--- src/rtl/lv8_pkg.sv ---
// Shared LEGv8 pipeline definitions used by fetch, control and hazard logic.
package lv8_pkg;

  localparam int unsigned ADDR_W     = 64;
  localparam int unsigned INSTR_W    = 32;
  localparam int unsigned PC_INC     = 4;
  localparam int unsigned OPCODE_MSB = 31;
  localparam int unsigned OPCODE_LSB = 21;
  localparam int unsigned OPCODE_W   = OPCODE_MSB - OPCODE_LSB + 1;

  // Fetch sequencer states
  typedef enum logic [1:0] {
    S_IDLE = 2'd0,
    S_REQ  = 2'd1,
    S_DROP = 2'd2,
    S_FULL = 2'd3
  } fetch_state_e;

  // Opcode field extraction for a full-width instruction word
  function automatic logic [OPCODE_W-1:0] opcode_of(input logic [INSTR_W-1:0] instr);
    return instr[OPCODE_MSB:OPCODE_LSB];
  endfunction

endpackage

--- src/rtl/if_id_reg.sv ---
// Generic pipeline register: valid bit plus instruction and its address.
module if_id_reg #(
  parameter int unsigned INSTR_W = 32,
  parameter int unsigned ADDR_W  = 64
) (
  input  logic               clk,
  input  logic               rst_n,
  input  logic               load,
  input  logic               flush,
  input  logic [INSTR_W-1:0] d_instr,
  input  logic [ADDR_W-1:0]  d_pc,
  output logic               valid,
  output logic [INSTR_W-1:0] instr,
  output logic [ADDR_W-1:0]  pc
);

  // Flush wins over load; otherwise contents hold
  always_ff @(posedge clk or negedge rst_n) begin
    if (!rst_n) begin
      valid <= 1'b0;
      instr <= '0;
      pc    <= '0;
    end else if (flush) begin
      valid <= 1'b0;
    end else if (load) begin
      valid <= 1'b1;
      instr <= d_instr;
      pc    <= d_pc;
    end
  end

endmodule

--- src/rtl/if_stage.sv ---
// LEGv8 instruction-fetch stage: PC, req/ready fetch port, skid buffer, IF/ID.
module if_stage #(
  parameter int unsigned       ADDR_W   = lv8_pkg::ADDR_W,
  parameter int unsigned       INSTR_W  = lv8_pkg::INSTR_W,
  parameter logic [ADDR_W-1:0] RESET_PC = '0
) (
  input  logic               clk,
  input  logic               rst_n,
  output logic               imem_req,
  output logic [ADDR_W-1:0]  imem_addr,
  input  logic               imem_ready,
  input  logic [INSTR_W-1:0] imem_rdata,
  input  logic               stall,
  input  logic               branch_taken,
  input  logic [ADDR_W-1:0]  branch_target,
  output logic               ifid_valid,
  output logic [INSTR_W-1:0] ifid_instr,
  output logic [ADDR_W-1:0]  ifid_pc,
  output logic [10:0]        ifid_opcode
);

  import lv8_pkg::*;

  fetch_state_e       state;
  logic [ADDR_W-1:0]  pc;
  logic [ADDR_W-1:0]  redir;
  logic [ADDR_W-1:0]  skid_pc;
  logic [INSTR_W-1:0] skid_instr;
  logic [ADDR_W-1:0]  tgt;
  logic [ADDR_W-1:0]  pc_next_seq;

  logic               ld;
  logic               fl;
  logic [INSTR_W-1:0] d_instr;
  logic [ADDR_W-1:0]  d_pc;

  // Branch targets are word aligned; low bits forced to zero
  assign tgt         = branch_target & ~ADDR_W'(3);
  assign pc_next_seq = pc + ADDR_W'(PC_INC);
  assign imem_addr   = pc;
  assign ifid_opcode = ifid_instr[OPCODE_MSB:OPCODE_LSB];

  // Fetch sequencer: PC, redirect, skid buffer and request line
  always_ff @(posedge clk or negedge rst_n) begin
    if (!rst_n) begin
      state      <= S_IDLE;
      pc         <= RESET_PC;
      redir      <= '0;
      skid_instr <= '0;
      skid_pc    <= '0;
      imem_req   <= 1'b0;
    end else begin
      case (state)
        S_IDLE: begin
          if (branch_taken) pc <= tgt;
          state    <= S_REQ;
          imem_req <= 1'b1;
        end
        S_REQ: begin
          if (branch_taken) begin
            if (imem_ready) begin
              pc <= tgt;
            end else begin
              redir <= tgt;
              state <= S_DROP;
            end
          end else if (imem_ready) begin
            pc <= pc_next_seq;
            if (stall && ifid_valid) begin
              skid_instr <= imem_rdata;
              skid_pc    <= pc;
              state      <= S_FULL;
              imem_req   <= 1'b0;
            end
          end
        end
        S_DROP: begin
          // Address must not move until the abandoned request completes
          if (branch_taken) redir <= tgt;
          if (imem_ready) begin
            pc    <= branch_taken ? tgt : redir;
            state <= S_REQ;
          end
        end
        S_FULL: begin
          if (branch_taken) begin
            skid_instr <= '0;
            skid_pc    <= '0;
            pc         <= tgt;
            state      <= S_REQ;
            imem_req   <= 1'b1;
          end else if (!stall) begin
            state    <= S_REQ;
            imem_req <= 1'b1;
          end
        end
        default: begin
          state    <= S_IDLE;
          imem_req <= 1'b0;
        end
      endcase
    end
  end

  // IF/ID load/flush decode and data source select (memory or skid)
  always_comb begin
    ld      = 1'b0;
    fl      = 1'b0;
    d_instr = imem_rdata;
    d_pc    = pc;
    case (state)
      S_IDLE: fl = branch_taken;
      S_REQ: begin
        if (branch_taken)                          fl = 1'b1;
        else if (imem_ready && (!stall || !ifid_valid)) ld = 1'b1;
      end
      S_DROP: fl = branch_taken;
      S_FULL: begin
        if (branch_taken) begin
          fl = 1'b1;
        end else if (!stall) begin
          ld      = 1'b1;
          d_instr = skid_instr;
          d_pc    = skid_pc;
        end
      end
      default: fl = 1'b1;
    endcase
  end

  if_id_reg #(
    .INSTR_W(INSTR_W),
    .ADDR_W (ADDR_W)
  ) u_if_id (
    .clk    (clk),
    .rst_n  (rst_n),
    .load   (ld),
    .flush  (fl),
    .d_instr(d_instr),
    .d_pc   (d_pc),
    .valid  (ifid_valid),
    .instr  (ifid_instr),
    .pc     (ifid_pc)
  );

endmodule

--- config.mk ---
export PLATFORM = sky130hd
export DESIGN_NAME = if_stage
export DESIGN_NICKNAME = d
export VERILOG_FILES = /design/src/rtl/lv8_pkg.sv /design/src/rtl/if_id_reg.sv /design/src/rtl/if_stage.sv
export SDC_FILE = /design/constraint.sdc
export NUM_CORES = 1
export LEC_CHECK = 0
export BUFFER_PORTS_ARGS = -buffer_cell sky130_fd_sc_hd__buf_2
export CORE_AREA = 2 2 178 180
export CTS_BUF_LIST = sky130_fd_sc_hd__clkbuf_4 sky130_fd_sc_hd__clkbuf_8
export CTS_CLUSTER_SIZE = 24
export DETAILED_ROUTE_END_ITERATION = 8
export DIE_AREA = 0 0 180 182
export PLACE_DENSITY = 0.78
export SLEW_MARGIN = 5
export SYNTH_ARGS = -nofsm -noshare
export SYNTH_HDL_FRONTEND = slang
export SYNTH_SLANG_ARGS = --single-unit
export TNS_END_PERCENT = 1
--- constraint.sdc ---
create_clock -name clk -period 2.2 [get_ports clk]
set_clock_uncertainty 0.05 [all_clocks]
set_input_delay 0.33 -clock clk [delete_from_list [all_inputs] [get_ports clk]]
set_output_delay 0.33 -clock clk [all_outputs]
set_load 0.01 [all_outputs]
==> run_summary.xml <==
<?xml version="1.0" encoding="UTF-8"?>
<metrics>
  <group name="drt">
    <metric name="dr.first_iter.drc_count" unit="">1471</metric>
    <metric name="post_route_ant_nets" unit="">0</metric>
    <metric name="drt_wl_total" unit="mm">49.68</metric>
    <metric name="drt_pass1_iterations" unit="">6</metric>
    <metric name="via_count" unit="">15030</metric>
    <metric name="drcViolationCount" unit="">0</metric>
    <metric name="detailed_route_vias_per_instance" unit="">5.798</metric>
    <metric name="drt-wirelength-per-cell" unit="µm">19.17</metric>
  </group>
  <group name="critical_path">
    <metric name="critPathCaptureType" unit="">flip-flop</metric>
    <metric name="path_buf_inv" unit="">1</metric>
    <metric name="critical-path-top-delay-family" unit="">simple AND/OR/NAND/NOR gates</metric>
    <metric name="critical_path.most_common_cell" unit="">or4_4</metric>
    <metric name="timing.setup.critical_path_class" unit="">flip-flop to flip-flop</metric>
    <metric name="startpoint" unit="">imem_addr[38]</metric>
    <metric name="slowest_stage_delay_cp" unit="ns">0.57</metric>
    <metric name="timing.critical_path.fanout_max" unit="">6</metric>
    <metric name="cp_slowest_cell" unit="">or4_4</metric>
    <metric name="worst-endpoint-arrival" unit="ns">2.70</metric>
    <metric name="worst_setup_path_start_kind" unit="">flip-flop</metric>
    <metric name="crit_chain" unit="">nand4_2, or4_4, or4_4, buf_6, nor3_4, a31oi_1, a2bb2oi_1</metric>
    <metric name="required" unit="ns">2.62</metric>
    <metric name="crit-reg2reg-launch" unit="">imem_addr[38]</metric>
  </group>
  <group name="timing">
    <metric name="grt_setup_unrepaired" unit="">true</metric>
    <metric name="hold_viol" unit="">0</metric>
    <metric name="max_slew.worst_pin.slew" unit="ns">0.9147</metric>
    <metric name="clock.fmax" unit="GHz">0.4389</metric>
    <metric name="timing.final.setup_violations" unit="">10</metric>
    <metric name="finalMaxSlewViolations" unit="">0</metric>
    <metric name="max-slew-margin-rel" unit="%">39.02</metric>
    <metric name="final.setup.worst_slack" unit="ns">-0.07859</metric>
    <metric name="timing.final.crit_share" unit="%">103.6</metric>
    <metric name="period_needed" unit="ns">2.279</metric>
    <metric name="finalSetupTns" unit="ns">-0.4393</metric>
    <metric name="fin_worst_hold_slack" unit="ns">0.1263</metric>
  </group>
  <group name="power">
    <metric name="total_power_density_per_cell_area" unit="nW/µm²">1543</metric>
    <metric name="switching_power" unit="W">0.01370</metric>
    <metric name="power.internal" unit="W">0.01940</metric>
    <metric name="vdd.ir_drop.worst" unit="µV">833.6</metric>
    <metric name="p_clk_share" unit="%">17.8</metric>
    <metric name="power_frac_seq" unit="%">31.6</metric>
    <metric name="combinationalPowerShare" unit="%">50.6</metric>
    <metric name="switching_share" unit="%">41.39</metric>
    <metric name="static-leakage-power" unit="nW">9.646</metric>
  </group>
  <group name="place">
    <metric name="dp.final_hpwl" unit="mm">33.78</metric>
    <metric name="finalWeightedCongestion" unit="">0.9895</metric>
    <metric name="placement.io_buffers" unit="">271</metric>
  </group>
  <group name="yosys">
    <metric name="count_of_flip_flops_with_a_built_in_enable_after_synthesis" unit="">0</metric>
    <metric name="synth_ff_type" unit="">dfrtp_1</metric>
    <metric name="syn-num-nets" unit="">1790</metric>
    <metric name="seq_area_frac_synth" unit="%">50.49</metric>
    <metric name="yosysTopAreaCell" unit="">dfrtp_1</metric>
    <metric name="yosys_warnings" unit="">0</metric>
    <metric name="async_reset_ff_share" unit="%">100.0</metric>
    <metric name="post_synth_instance_area" unit="µm²">16060</metric>
    <metric name="synth_top_cells_by_area" unit="">dfrtp_1 50%, a21oi_1 6.0%, mux2i_1 5.3%</metric>
    <metric name="average_size_of_a_mapped_cell" unit="µm²">9.530</metric>
    <metric name="synth_top_cell_area_share" unit="%">50.49</metric>
    <metric name="post_synth_num_cell_types" unit="">64</metric>
    <metric name="synth.ff_latch_count" unit="">324</metric>
    <metric name="postSynthCellCount" unit="">1685</metric>
  </group>
  <group name="hold_path">
    <metric name="worst_hold_startpoint" unit="">stall</metric>
    <metric name="hp-class" unit="">input port to flip-flop</metric>
  </group>
  <group name="finish">
    <metric name="multiInputGateArea" unit="µm²">7448</metric>
    <metric name="drive_above_1_share" unit="%">30.96</metric>
    <metric name="layout_commonest_cell" unit="">dfrtp_1</metric>
    <metric name="design.final.nets" unit="">2249</metric>
    <metric name="sequential_cell_area" unit="µm²">8114</metric>
    <metric name="area.growth.synth_to_final" unit="%">33.55</metric>
    <metric name="antenna_cells_inserted" unit="">0</metric>
    <metric name="layout.cells.most_common_list" unit="">319 x dfrtp_1, 270 x buf_2, 191 x a21oi_1</metric>
    <metric name="fill_count" unit="">2305</metric>
  </group>
  <group name="floorplanning">
    <metric name="core-area" unit="µm²">30990</metric>
    <metric name="die_footprint" unit="µm²">32760</metric>
    <metric name="die-height" unit="µm">182</metric>
    <metric name="floorplan.die.width" unit="µm">180</metric>
    <metric name="boundaryPins" unit="">274</metric>
    <metric name="placementRows" unit="">65</metric>
    <metric name="initial_core_utilization" unit="%">51.82</metric>
  </group>
  <group name="grt">
    <metric name="gr-usage-met2" unit="%">46.36</metric>
    <metric name="globalRoute.totalOverflow" unit="">0</metric>
    <metric name="grt_util_all_layers" unit="%">29.51</metric>
    <metric name="pin_count_of_the_biggest_net_entering_global_routing" unit="">107</metric>
    <metric name="vias_in_the_first_global_route" unit="">14500</metric>
    <metric name="globalRouteMet3Util" unit="%">5.636</metric>
    <metric name="groute.layer.met1.usage" unit="%">40.91</metric>
    <metric name="top_usage_layer" unit="">met2</metric>
    <metric name="first_pass_grt_wire_length" unit="mm">77.87</metric>
    <metric name="grt_antenna_before_repair" unit="">0</metric>
  </group>
  <group name="clock_tree">
    <metric name="clock_latency" unit="ns">0.60</metric>
    <metric name="cts_tree" unit="">yes</metric>
    <metric name="clock_slew_seen_by_the_registers_of_the_worst_setup_and_hold_paths" unit="ns">0.06</metric>
    <metric name="tritoncts.num_buffers" unit="">55</metric>
    <metric name="clk_path_buf_depth" unit="">3</metric>
    <metric name="number_of_sinks_handled_by_clock_tree_synthesis" unit="">324</metric>
    <metric name="clockRootBuffer" unit="">clkbuf_8</metric>
    <metric name="ctsHtreeMaxLevel" unit="">2</metric>
    <metric name="post_cts_buffers" unit="">0</metric>
  </group>
  <group name="job">
    <metric name="maxCapViolations" unit="">0</metric>
  </group>
  <group name="outcome">
    <metric name="failed_checks" unit="">negative setup slack</metric>
    <metric name="status" unit="">finished, violations left</metric>
  </group>
</metrics>
-- sequential cells by signal, indices dropped and copies added, names as in the netlist --
name,count
redir,64
skid_instr,32
imem_addr,64
u_if_id.pc,64
skid_pc,64
imem_req,1
u_if_id.instr,32
state,2
u_if_id.valid,1
-- power groups by stage --
stage          clock network [W]  registers [W]  logic, W
4_1_cts                  0.00595         0.0104    0.0162
3_3_place_gp                   0         0.0103    0.0155
2_1_floorplan                  0         0.0112   0.00843
3_5_place_dp                   0         0.0105    0.0160
6_report                 0.00590         0.0105    0.0167
5_1_grt                  0.00626         0.0108    0.0182
-- cell type report --
type,instances,share of cell area [%]
inverters,42,0.7351
flip-flops and latches,324,37.84
clock inverters,9,0.3559
well taps,402,2.345
multi-input cells,1176,34.73
clock buffers,94,5.391
repair buffers,545,18.61
-- cells in the mapped netlist (5+ instances only) --
master     number
a211oi_1        9
a21oi_1       193
a221o_1        17
a221oi_1       34
a22o_1          5
a22oi_1         5
a2bb2oi_1      11
a31oi_1        10
and2_1          7
and3_1         12
and4_1          7
buf_1          15
buf_2           9
buf_4          15
clkbuf_1      103
dfrtp_1       324
inv_1          42
mux2_2         63
mux2i_1        85
nand2_1       176
nand2b_1       76
nand3_1        26
nand4_1        13
nor2_1        152
nor2b_1         6
nor3_1         10
nor4_1          7
o21ai_0       144
o21ai_1         5
o22a_1          8
o31ai_1        26
or4_1           6
-- stage by stage --
| stage | instance area [µm²] | setup WS, ns | power [W] | std cells | utilization, % |
|---|---|---|---|---|---|
| floorplan | 16120 | -0.1321 | 0.01960 | 1685 | - |
| global placement | 19060 | -0.04515 | 0.02575 | 2394 | 61.52 |
| detailed placement | 19060 | -0.2638 | 0.02644 | 2394 | 61.52 |
| CTS | 21310 | -0.06185 | 0.03257 | 2592 | 68.76 |
| global route | 21450 | -0.1375 | 0.03517 | 2592 | 69.21 |
| finish | 21450 | -0.07859 | 0.03310 | 2592 | 69.21 |
-- cell families (layout without fill, tap and decap cells) --
group	Yosys count	after routing	synth area share [%]
AOI/OAI and AO/OA	501	501	18.93
xor gates and xnor gates	1	1	0.05455
adders and majority gates	4	4	0.3117
buffers and inverters	185	690	4.753
DFF	324	324	50.49
muxes	149	149	9.810
and+or+nand+nor	521	521	15.65
-- worst min-delay path, delay by kind of cell --
kind | cells | cell delay [ns]
buffers and inverters | 1 | 0.17
AOI/OAI and AO/OA | 2 | 0.22
-- repair_timing --
item | CTS | global route
hold buffers | 95 | 0
resized for setup | 13 | 30
pin swaps | 2 | 11
endpoints found under the setup margin | 18 | 94
hold endpoints to repair | 162 | 0
-- per-layer routing --
| layer | routed length, µm | vias up |
|---|---|---|
| met5 | 0 | - |
| met2 | 22750 | 780 |
| met4 | 1796 | 0 |
| met1 | 20810 | 7184 |
| li1 | - | 6922 |
| met3 | 4323 | 143 |
-- final timing paths --
kind | end | slack, ns | depth (start not counted)
setup / recovery | imem_addr[52] | -0.08 | 7
hold / removal | imem_req | 0.13 | 3
setup reg to reg | imem_addr[52] | -0.08 | 7
hold reg to reg | skid_pc[25] | 0.43 | 2
max in group asynchronous | redir[63] | 1.11 | 3
min in group asynchronous | u_if_id.pc[4] | 0.19 | 2
No activity file was read; power rests on OpenSTA's default activity.
